### src/rtl/ascon_aead_sequencer.sv
// Control FSM for the ASCON AEAD encrypt datapath: sequences init, AD absorb,
// plaintext encrypt and finalization, and drives the datapath and state-load selects.
module ascon_aead_sequencer #(
  parameter int SEL_W     = 3,
  parameter int PA_CYCLES = 2
) (
  input  logic             clk,
  input  logic             rst,
  input  logic             start,
  input  logic             mode,
  input  logic             ad_none,
  input  logic             ad_valid,
  input  logic             ad_last,
  output logic             ad_ready,
  input  logic             txt_valid,
  input  logic             txt_last,
  output logic             txt_ready,
  output logic             txt_data_sel,
  output logic             permutation_category,
  output logic             p_out_sel,
  output logic             key_zero_exp_sel,
  output logic [SEL_W-1:0] state_sel,
  output logic             ct_valid,
  output logic             tag_valid,
  output logic             busy
);

  localparam logic [SEL_W-1:0] SEL_HOLD     = SEL_W'(0);
  localparam logic [SEL_W-1:0] SEL_LOAD_IV  = SEL_W'(1);
  localparam logic [SEL_W-1:0] SEL_ABSORB   = SEL_W'(2);
  localparam logic [SEL_W-1:0] SEL_PERM     = SEL_W'(3);
  localparam logic [SEL_W-1:0] SEL_PERM_DS  = SEL_W'(4);
  localparam logic [SEL_W-1:0] SEL_PERM_KEY = SEL_W'(5);
  localparam logic [SEL_W-1:0] SEL_DS_ONLY  = SEL_W'(6);

  // p^12 = PA_CYCLES chain passes; all but the last are raw passes, the last adds the key.
  localparam logic [3:0] PASS_LAST = 4'(PA_CYCLES - 2);

  typedef enum logic [3:0] {
    IDLE, LOAD, INIT_A, INIT_B, DS, AD_ABS, AD_P1, AD_P2,
    TXT_ABS, TXT_P1, TXT_P2, FIN_A, FIN_B, TAG
  } state_t;

  state_t     r_state, w_next;
  logic       r_mode, r_ad_none, r_ad_last;
  logic [3:0] r_pass, w_pass_next;

  always_ff @(posedge clk) begin
    if (rst) begin
      r_state   <= IDLE;
      r_mode    <= 1'b0;
      r_ad_none <= 1'b0;
      r_ad_last <= 1'b0;
      r_pass    <= 4'd0;
    end else begin
      r_state <= w_next;
      r_pass  <= w_pass_next;
      if (r_state == IDLE && start) begin
        r_mode    <= mode;
        r_ad_none <= ad_none;
      end
      if (r_state == AD_ABS && ad_valid)
        r_ad_last <= ad_last;
    end
  end

  always_comb begin
    w_next               = r_state;
    w_pass_next          = 4'd0;
    state_sel            = SEL_HOLD;
    ad_ready             = 1'b0;
    txt_ready            = 1'b0;
    txt_data_sel         = 1'b0;
    p_out_sel            = 1'b0;
    key_zero_exp_sel     = 1'b0;
    ct_valid             = 1'b0;
    tag_valid            = 1'b0;
    busy                 = (r_state != IDLE);
    permutation_category = r_mode;
    case (r_state)
      IDLE: if (start) w_next = LOAD;
      LOAD: begin
        state_sel = SEL_LOAD_IV;
        w_next    = INIT_A;
      end
      INIT_A: begin
        state_sel = SEL_PERM;
        if (r_pass == PASS_LAST) w_next = INIT_B;
        else w_pass_next = r_pass + 4'd1;
      end
      INIT_B: begin
        state_sel = SEL_PERM_KEY;
        w_next    = r_ad_none ? DS : AD_ABS;
      end
      DS: begin
        state_sel = SEL_DS_ONLY;
        w_next    = TXT_ABS;
      end
      AD_ABS: begin
        ad_ready     = 1'b1;
        txt_data_sel = 1'b1;
        if (ad_valid) begin
          state_sel = SEL_ABSORB;
          w_next    = AD_P1;
        end
      end
      // ASCON-128a splits p^8 into a 6-round pass and a 2-round tap pass.
      AD_P1: begin
        if (r_mode) begin
          state_sel = SEL_PERM;
          w_next    = AD_P2;
        end else begin
          state_sel = r_ad_last ? SEL_PERM_DS : SEL_PERM;
          w_next    = r_ad_last ? TXT_ABS : AD_ABS;
        end
      end
      AD_P2: begin
        p_out_sel = 1'b1;
        state_sel = r_ad_last ? SEL_PERM_DS : SEL_PERM;
        w_next    = r_ad_last ? TXT_ABS : AD_ABS;
      end
      TXT_ABS: begin
        txt_ready = 1'b1;
        if (txt_valid) begin
          state_sel = SEL_ABSORB;
          ct_valid  = 1'b1;
          w_next    = txt_last ? FIN_A : TXT_P1;
        end
      end
      TXT_P1: begin
        state_sel = SEL_PERM;
        w_next    = r_mode ? TXT_P2 : TXT_ABS;
      end
      TXT_P2: begin
        p_out_sel = 1'b1;
        state_sel = SEL_PERM;
        w_next    = TXT_ABS;
      end
      FIN_A: begin
        state_sel = SEL_PERM;
        if (r_pass == PASS_LAST) w_next = FIN_B;
        else w_pass_next = r_pass + 4'd1;
      end
      FIN_B: begin
        state_sel        = SEL_PERM_KEY;
        key_zero_exp_sel = 1'b1;
        w_next           = TAG;
      end
      TAG: begin
        tag_valid = 1'b1;
        w_next    = IDLE;
      end
      default: w_next = IDLE;
    endcase
  end

endmodule
### config.mk
export PLATFORM = sky130hd
export DESIGN_NAME = ascon_aead_sequencer
export DESIGN_NICKNAME = d
export VERILOG_FILES = /design/src/rtl/ascon_aead_sequencer.sv
export SDC_FILE = /design/constraint.sdc
export NUM_CORES = 1
export LEC_CHECK = 0
export ABC_AREA = 1
export ABC_CLOCK_PERIOD_IN_PS = 3600
export CAP_MARGIN = 15
export CELL_PAD_IN_SITES_DETAIL_PLACEMENT = 0
export CELL_PAD_IN_SITES_GLOBAL_PLACEMENT = 1
export CORE_MARGIN = 4
export CORE_UTILIZATION = 35
export CTS_BUF_LIST = sky130_fd_sc_hd__clkbuf_8
export CTS_CLUSTER_SIZE = 12
export DETAILED_ROUTE_END_ITERATION = 10
export PLACE_DENSITY_LB_ADDON = 0.08
export SYNTH_ARGS = -nofsm -noshare
export SYNTH_HDL_FRONTEND = slang
export SYNTH_SLANG_ARGS = --single-unit
### constraint.sdc
create_clock -name clk -period 3.6 [get_ports clk]
set_clock_uncertainty 0.2 [all_clocks]
set_input_delay 0.54 -clock clk [delete_from_list [all_inputs] [get_ports clk]]
set_output_delay 0.54 -clock clk [all_outputs]
set_load 0.005 [all_outputs]
==> flow_metrics.env <==
export IMPL_port_buffers=20
export IMPL_drcViolationCount=0
export IMPL_tightestPinTransition_ps=336
export IMPL_gp_congestion=0.870
export IMPL_synth_edff_count=0
export IMPL_tns_ps=0
export IMPL_cts_setup_buffers=0
export IMPL_cts_buffer_depth=2
export IMPL_yosys_top_cells_area="dfxtp_1 (29%), nand2_1 (15%), nor2_1 (11%)"
export IMPL_relSlewSlack=0.776
export IMPL_p_leak_nw=0.479
export IMPL_synthArstFlopShare=0
export IMPL_track_usage=0.148
export IMPL_routedWlPerCell_um=11.0
export IMPL_viasPerCell=4.71
export IMPL_dp_hpwl_um=1520
export IMPL_grt_max_degree=9
export IMPL_setup_viol=0
export IMPL_cts_buffers=3
export IMPL_layout_nets=158
export IMPL_cpLargestDelayFamily="buffers and inverters"
export IMPL_insertion_delay_ps=240
export IMPL_synthTopCellsByCount="nand2_1 (30), nor2_1 (22), inv_1 (17)"
export IMPL_placed_area_um2=970
export IMPL_seq_area_frac_synth=0.295
export IMPL_syn_area_per_cell_um2=6.02
export IMPL_vias=815
export IMPL_crit_type="flip-flop to primary output"
export IMPL_core_um2=2000
export IMPL_syn_area_um2=747
export IMPL_worstSetupEndpointType="primary output"
export IMPL_ys_warn_count=0
export IMPL_first_pass_iters=4
export IMPL_cts_tree="done"
export IMPL_powerDensity_nw_per_um2=385
export IMPL_start_kind="flip-flop"
export IMPL_ios=21
export IMPL_antenna_found_initial=0
export IMPL_grt_first_pass_wirelength_um=3090
export IMPL_cap_violations=0
export IMPL_postCtsHoldBufs=0
export IMPL_slowest_delay_ps=490
export IMPL_synthCells=124
export IMPL_clock_sinks=11
export IMPL_clkTransAtPathRegs_ps=50
export IMPL_drv_slew=0
export IMPL_num_rows=16
export IMPL_yosysTopAreaCellShare=0.295
export IMPL_worst_ep_arrival_time_ps=1930
export IMPL_root_buffer="clkbuf_8"
export IMPL_drtIter0Drc=25
export IMPL_fmax_mhz=374
export IMPL_dieHeight_um=54.2
export IMPL_fin_crit_ps=2670
export IMPL_design_area_um2=1020
export IMPL_fin_hold_ws_ps=272
export IMPL_overflow=0
export IMPL_grt_pass1_vias=735
export IMPL_path_max_fanout=6
export IMPL_slowest_stage="clkdlybuf4s50_1"
export IMPL_syn_num_nets=135
export IMPL_critical_path_required_ps=2860
export IMPL_synth_cell_types=22
export IMPL_crit_buf_inv=3
export IMPL_wl_um=1910
export IMPL_synthToLayoutAreaGrowth_pct=36.0
export IMPL_yosysTopAreaCell="dfxtp_1"
export IMPL_crit_chain="inv_2 -> nor2_2 -> inv_1 -> nor2_1 -> o21ai_0 -> nand2_1 -> clkdlybuf4s50_1"
export IMPL_hold_class="flip-flop to flip-flop"
export IMPL_synth_seq_cells=11
export IMPL_die_x_um=54.2
export IMPL_fin_util=0.508
export IMPL_cts_resized=0
export IMPL_rsz0062_at_grt="false"
export IMPL_fp_dieArea_um2=2940
export IMPL_start_util=0.373
export IMPL_drive_gt1_frac=0.103
export IMPL_synth_most_common_cell="nand2_1"
export IMPL_ant_nets=0
export IMPL_fin_crit_sh=0.742
export IMPL_status="complete, no violations"
export IMPL_hold_violations=0
export IMPL_yosys_most_used_dff="dfxtp_1"
export IMPL_htreeDepth=1
export IMPL_n_antenna_cell=0
export IMPL_ir_drop_mv=0.285
-- cells by family (layout without fill, tap and decap cells) --
family	after synthesis	count (layout)	share of synthesized area
xor+xnor	2	2	0.0235
compound gates	12	12	0.0871
buf+inv	22	44	0.116
flops	11	11	0.295
fa+ha+maj	2	2	0.0335
simple gates	75	75	0.446
-- routing by layer --
layer | part of all wire | up-vias | global-route usage
met4 | 0.032 | 0 | 0.0913
met2 | 0.46 | 24 | 0.235
met3 | 0.079 | 7 | 0.0471
li1 | - | 432 | -
met5 | 0 | - | 0
met1 | 0.42 | 352 | 0.170
-- sequential cells by signal (all words and copies together) (netlist names) --
signal and cells:
r_state 4, r_ad_last 1, permutation_category 1, r_pass 4
r_ad_none 1
-- worst reg2reg max path, cell delays in order (launching register included) --
cell	delay, ps
dfxtp_1	380
nor2_2	260
inv_1	120
nor2_1	270
nand2_1	110
nand2_1	70
a21oi_1	50
-- final cells by class --
class | count | area [um2]
Fill cell | 212 | 986
Multi-Input combinational cell | 91 | 440
Sequential cell | 11 | 220
Timing Repair Buffer | 20 | 200
Inverter | 20 | 75.1
Clock buffer | 3 | 41.3
Tap cell | 27 | 33.8
Clock inverter | 1 | 5.00
-- path summary, 6_finish.rpt --
path / endpoint / from / depth (start not counted) / slack, ps
min: r_pass[0] / r_pass[0] / 1 / 270
max reg2reg: permutation_category / r_state[1] / 6 / 2010
min reg2reg: r_pass[0] / r_pass[0] / 1 / 270
max: state_sel[2] / r_state[2] / 7 / 930
-- cell usage in the layout (no fill, tap or decap), drive strengths merged, types with 2 or more instances in the layout --
cell           instances
nand2                 33
nor2                  26
clkdlybuf4s50         20
inv                   20
nand3                 12
dfxtp                 11
a21oi                  6
o21ai                  3
clkbuf                 3
o22ai                  2
ha                     2
-- power by group --
part	internal [mW]	switching (mW)	total, mW
combinational	0.0575	0.0659	0.123
clock	0.0763	0.0500	0.126
sequential	0.130	0.0115	0.142
total	0.264	0.128	0.391
-- through the flow --
| stage | power (mW) | instances | worst slack (ps) |
|---|---|---|---|
| floorplan | 0.214 | 124 | 1840 |
| global placement | 0.269 | 169 | 1170 |
| detailed placement | 0.268 | 169 | 1150 |
| CTS | 0.397 | 173 | 907 |
| global route | 0.420 | 173 | 774 |
| finish | 0.391 | 173 | 929 |
(Power assumes the default switching activity.)
==> variant 1: new RTL, same settings <==
`SEL_W`: 3 -> 2.
--- a/src/rtl/ascon_aead_sequencer.sv
+++ b/src/rtl/ascon_aead_sequencer.sv
@@ -2,5 +2,5 @@
 // plaintext encrypt and finalization, and drives the datapath and state-load selects.
 module ascon_aead_sequencer #(
-  parameter int SEL_W     = 3,
+  parameter int SEL_W     = 2,
   parameter int PA_CYCLES = 2
 ) (
Ports: changed (resized state_sel); port bits go from 21 to 20. The function was not compared with the original's and may differ.
==> variant 1 against the original RTL <==
- total power rose by 3.2%
- largest cell class unchanged
- setup slack better by 0.019 ns
- highest routed layer unchanged
- clock power shrank 4%
- count of clock-buffer cells in the layout unchanged
- sequential cell count stayed put
- routed wire length decreased by 3.9%
- cell area decreased by 3.0%
- critical endpoint is now state_sel[1]
- synthesized area is 1.3% lower
==> variant 1: results (changes against the original RTL) <==
| Metric | Value |
|---|---|
| Net count, final | 149 (-5.7%) |
| Synth Area in Compound Gates | 0.136 (+0.0487) |
| Cell Pwr Density | 410 nW/µm² (+6.3%) |
| First-pass GRT wire length | 3110 µm (+0.45%) |
| Wirelength per Cell | 11.2 µm (+1.4%) |
| Fillers | 216 (+1.9%) |
| Synth top area cells | dfxtp_1 (30%), nand2_1 (14%), inv_1 (8.1%) |
| Commonest cells post-synth | nand2_1 (27), inv_1 (16), nor2_1 (13), dfxtp_1 (11), nand3_1 (10) |
| Register area share after synthesis | 0.299 (+0.00400) |
| Clock share of power | 0.299 (-0.024) |
| Post-DP HPWL | 1540 µm (+0.98%) |
| Final core occ | 0.497 (-0.0100) |
| Antenna Cells | 0 (unchanged) |
| Switching Power | 0.135 mW (+6.1%) |
| Pre-CTS setup slack | 1.06 ns (-0.0887 ns) |
| Adder-cell share of the synthesized area | 0.0340 (+0.000455) |
| 1st-iter DRT viols | 17 (-32%) |
| VDD IR-drop max | 0.000324 V (+14%) |
| Leak Pwr | 0.429 nW (-10%) |
| Arrival @ worst endpoint | 1.91 ns (-0.02 ns) |
| Non-clock buffer count | 19 (-5.0%) |
| Status | completed |
| Post-Syn Area | 737 µm² (-1.3%) |
| Share of cells above drive strength 1 | 0.109 (+0.00675) |
| Net Count, Synth | 128 (-5.2%) |
| DR vias/cell | 4.60 (-2.3%) |
| Xor/xnor cell area share of the yosys netlist | 0.0238 (+0.000319) |
| Synth unique cells | 23 (+4.5%) |
| Worst slew margin | 0.727 (-0.0490) |
| Synth Instances | 117 (-5.6%) |
| Post-DP Area | 941 µm² (-3.0%) |
| Vias in the first global route | 715 (-2.7%) |
| Largest net degree at the start of global routing | 10 (+1) |
| WL final | 1840 µm (-3.9%) |
| Initial antenna violation count | 0 (unchanged) |
| Routability congestion estimate | 0.889 (+2.2%) |
| Multi-input combinational area share | 0.431 (-0.00203) |
| Placed cell count | 160 (-5.3%) |
| CP delay by family, top | simple AND/OR/NAND/NOR gates |
| Worst skew pair latency | ~0.23 ns |
| # port buffers | 19 (-5.0%) |
| Biggest regs | r_pass x4, r_state x4 |
| Overall routing resource usage | 0.148 (about the same) |
| Multi-In Gates | 84 (-7.7%) |
| Inverters | 19 (-5.0%) |
| Crit-path max FO | 8 (+2) |
| Reg power frac | 0.363 (about the same) |
| Signal buf overhead | 0.193 (-0.00415) |
| Clock Network Area Fraction | 0.0457 (+0.000119) |
variant 1: cell types whose count changed in the layout (fill, tap and decap cells not counted), sizes merged, moves of 2 or more:
cell / delta
nand3: -2
o22ai: -2
o21ai: +4
nand2: -5
nor2: -6
variant 1: path summary, 6_finish.rpt:
kind              start            to  slack (ns)  depth (start not counted)
min           r_ad_none     r_ad_none        0.27                          2
max reg2reg  r_state[1]     r_pass[2]        1.92                          7
max          r_state[1]  state_sel[1]        0.95                          6
min reg2reg   r_ad_none     r_ad_none        0.27                          2
variant 1: worst min-delay path: cells and delay by family (launching register included):
kind	cells	cell delay (ns)
compound gates	1	0.05
flops	1	0.31
simple gates	1	0.06
variant 1: routing by layer:
metal  up-vias  GRT usage  wire length [µm]
li1        408          -                 -
met5         -          0                 0
met3         2     0.0526               110
met4         0     0.0255                17
met1       327      0.199               880
met2        18      0.228               828
==> variant 2: new RTL, same settings <==
Without the edit above. Reset style: asynchronous (`rst`), changed in one clocked block.
--- a/src/rtl/ascon_aead_sequencer.sv
+++ b/src/rtl/ascon_aead_sequencer.sv
@@ -46,5 +46,5 @@
   logic [3:0] r_pass, w_pass_next;
 
-  always_ff @(posedge clk) begin
+  always_ff @(posedge clk or posedge rst) begin
     if (rst) begin
       r_state   <= IDLE;
Behaviour: differs if rst is asserted again (counterexample within 4 cycles, from zero or initial values and one cycle with rst high); with rst held inactive, the same outputs for 10 cycles.
==> variant 2 against the original RTL <==
- routed wire length increased by 2.9%
- synthesized area increased by 4.4%
- setup slack improved by 0.016 ns
- worst hold slack improved by 0.0085 ns
- register-to-register slack got worse by 0.02 ns
- core utilization increased by 0.48 points
- cell area increased by 3.0%
- non-clock buffer count unchanged
- sequential cell count unchanged
- first-iteration DRC count decreased by 16%
- via count decreased by 0.37%
- highest routed layer unchanged
Power is not compared: it rests on default switching activity, and its combinational part moved more than twofold at a synthesized area within 25%.
==> variant 2: results (changes against the original RTL) <==
| Metric | Value |
|---|---|
| Routability congestion estimate | 0.914 (+5.0%) |
| Commonest cells post-synth | nand2_1 (33), inv_1 (21), nor2_1 (20), dfrtp_1 (11), nand3_1 (11) |
| R2R cell count | 6 (unchanged) |
| Net count, final | 156 (-1.3%) |
| # port buffers | 20 (unchanged) |
| WL final | 1970 µm (+2.9%) |
| Top sig layer | met4 |
| Vias in the first global route | 724 (-1.5%) |
| Pre-CTS setup slack | 1.15 ns (+0.00822 ns) |
| Setup Buffers After CTS | 0 (unchanged) |
| Worst slew margin | 0.722 (-0.0533) |
| Largest net degree at the start of global routing | 12 (+3) |
| Initial antenna violation count | 0 (unchanged) |
| Met2 routed wirelength | 834 µm (-6.1%) |
| Fillers | 219 (+3.3%) |
| Synth Flop Type | dfrtp_1 |
| Post-DP HPWL | 1650 µm (+8.0%) |
| Met3 WL | 199 µm (+33%) |
| Overall routing resource usage | 0.148 (about the same) |
| Hold Path Cell Cnt | 2 (+1) |
| Crit-path max FO | 6 (unchanged) |
| M1 WL | 900 µm (+11%) |
| Register area share after synthesis | 0.353 (+0.0583) |
| First-pass GRT wire length | 3140 µm (+1.6%) |
| Worst skew pair latency | 0.24 ns (about the same) |
| DR vias/cell | 4.75 (+0.80%) |
| Antenna Cells | 0 (unchanged) |
| Arrival @ worst endpoint | 1.91 ns (-0.02 ns) |
| Share of cells above drive strength 1 | 0.0625 (-0.0402) |
| Async SR Flop Fraction | 1.00 (+1.00) |
| Status | completed |
| H-Tree Depth | 1 (unchanged) |
| 1st-iter DRT viols | 21 (-16%) |
| Root Buffer | clkbuf_8 |
| Leak Pwr | 0.557 nW |
| Net Count, Synth | 133 (-1.5%) |
| Synth top area cells | dfrtp_1 (35%), nand2_1 (16%), inv_1 (10%) |
| Synth unique cells | 21 (-4.5%) |
## variant 2: report_power, final
part           total, mW  internal, mW  switching [mW]
Clock              0.120        0.0747          0.0451
Sequential         0.211         0.161          0.0502
Combinational      0.419         0.189           0.230
## variant 2: layout make-up
| class | count | area share |
|---|---|---|
| Clock buffer | 3 | 0.0395 |
| Inverter | 23 | 0.0825 |
| Sequential cell | 11 | 0.263 |
| Multi-Input combinational cell | 86 | 0.388 |
| Timing Repair Buffer | 20 | 0.191 |
| Clock inverter | 1 | 0.00359 |
| Tap cell | 27 | 0.0323 |
## variant 2: cells by family after synthesis
family | share of synthesized area
simple gates | 0.388
buf+inv | 0.127
compound gates | 0.0770
flops | 0.353
xor+xnor | 0.0225
fa+ha+maj | 0.0321
## variant 2: final timing paths
| path | endpoint | from | slack, ns |
|---|---|---|---|
| max | state_sel[1] | r_state[3] | 0.95 |
| min | r_ad_none | r_ad_none | 0.28 |
| max reg2reg | r_ad_last | r_state[3] | 1.99 |
| min reg2reg | r_ad_none | r_ad_none | 0.28 |
| max in group asynchronous | r_pass[3] | rst | 2.52 |
| min in group asynchronous | r_ad_last | rst | 0.39 |
## variant 2: layer usage
| layer | up-vias | GRT usage |
|---|---|---|
| met4 | 0 | 0.0810 |
| met3 | 6 | 0.0456 |
| met2 | 37 | 0.215 |
| met5 | - | 0 |
| met1 | 352 | 0.194 |
| li1 | 417 | - |
## variant 2: stage by stage
step | hold WS [ns] | cells | util | total power, mW | area (µm²)
floorplan | 0.192 | 122 | - | 0.455 | 779
global placement | 0.273 | 167 | 0.490 | 0.638 | 1000
detailed placement | 0.268 | 167 | 0.490 | 0.632 | 1000
CTS | 0.280 | 171 | 0.512 | 0.756 | 1050
global route | 0.309 | 171 | 0.512 | 0.820 | 1050
finish | 0.281 | 171 | 0.512 | 0.750 | 1050
## variant 2: critical path: stages (launching register included)
cell,delay [ns]
dfrtp_1,0.43
inv_1,0.14
nand2_1,0.12
nor2_1,0.29
a21oi_1,0.12
nand4_1,0.08
clkdlybuf4s50_1,0.50
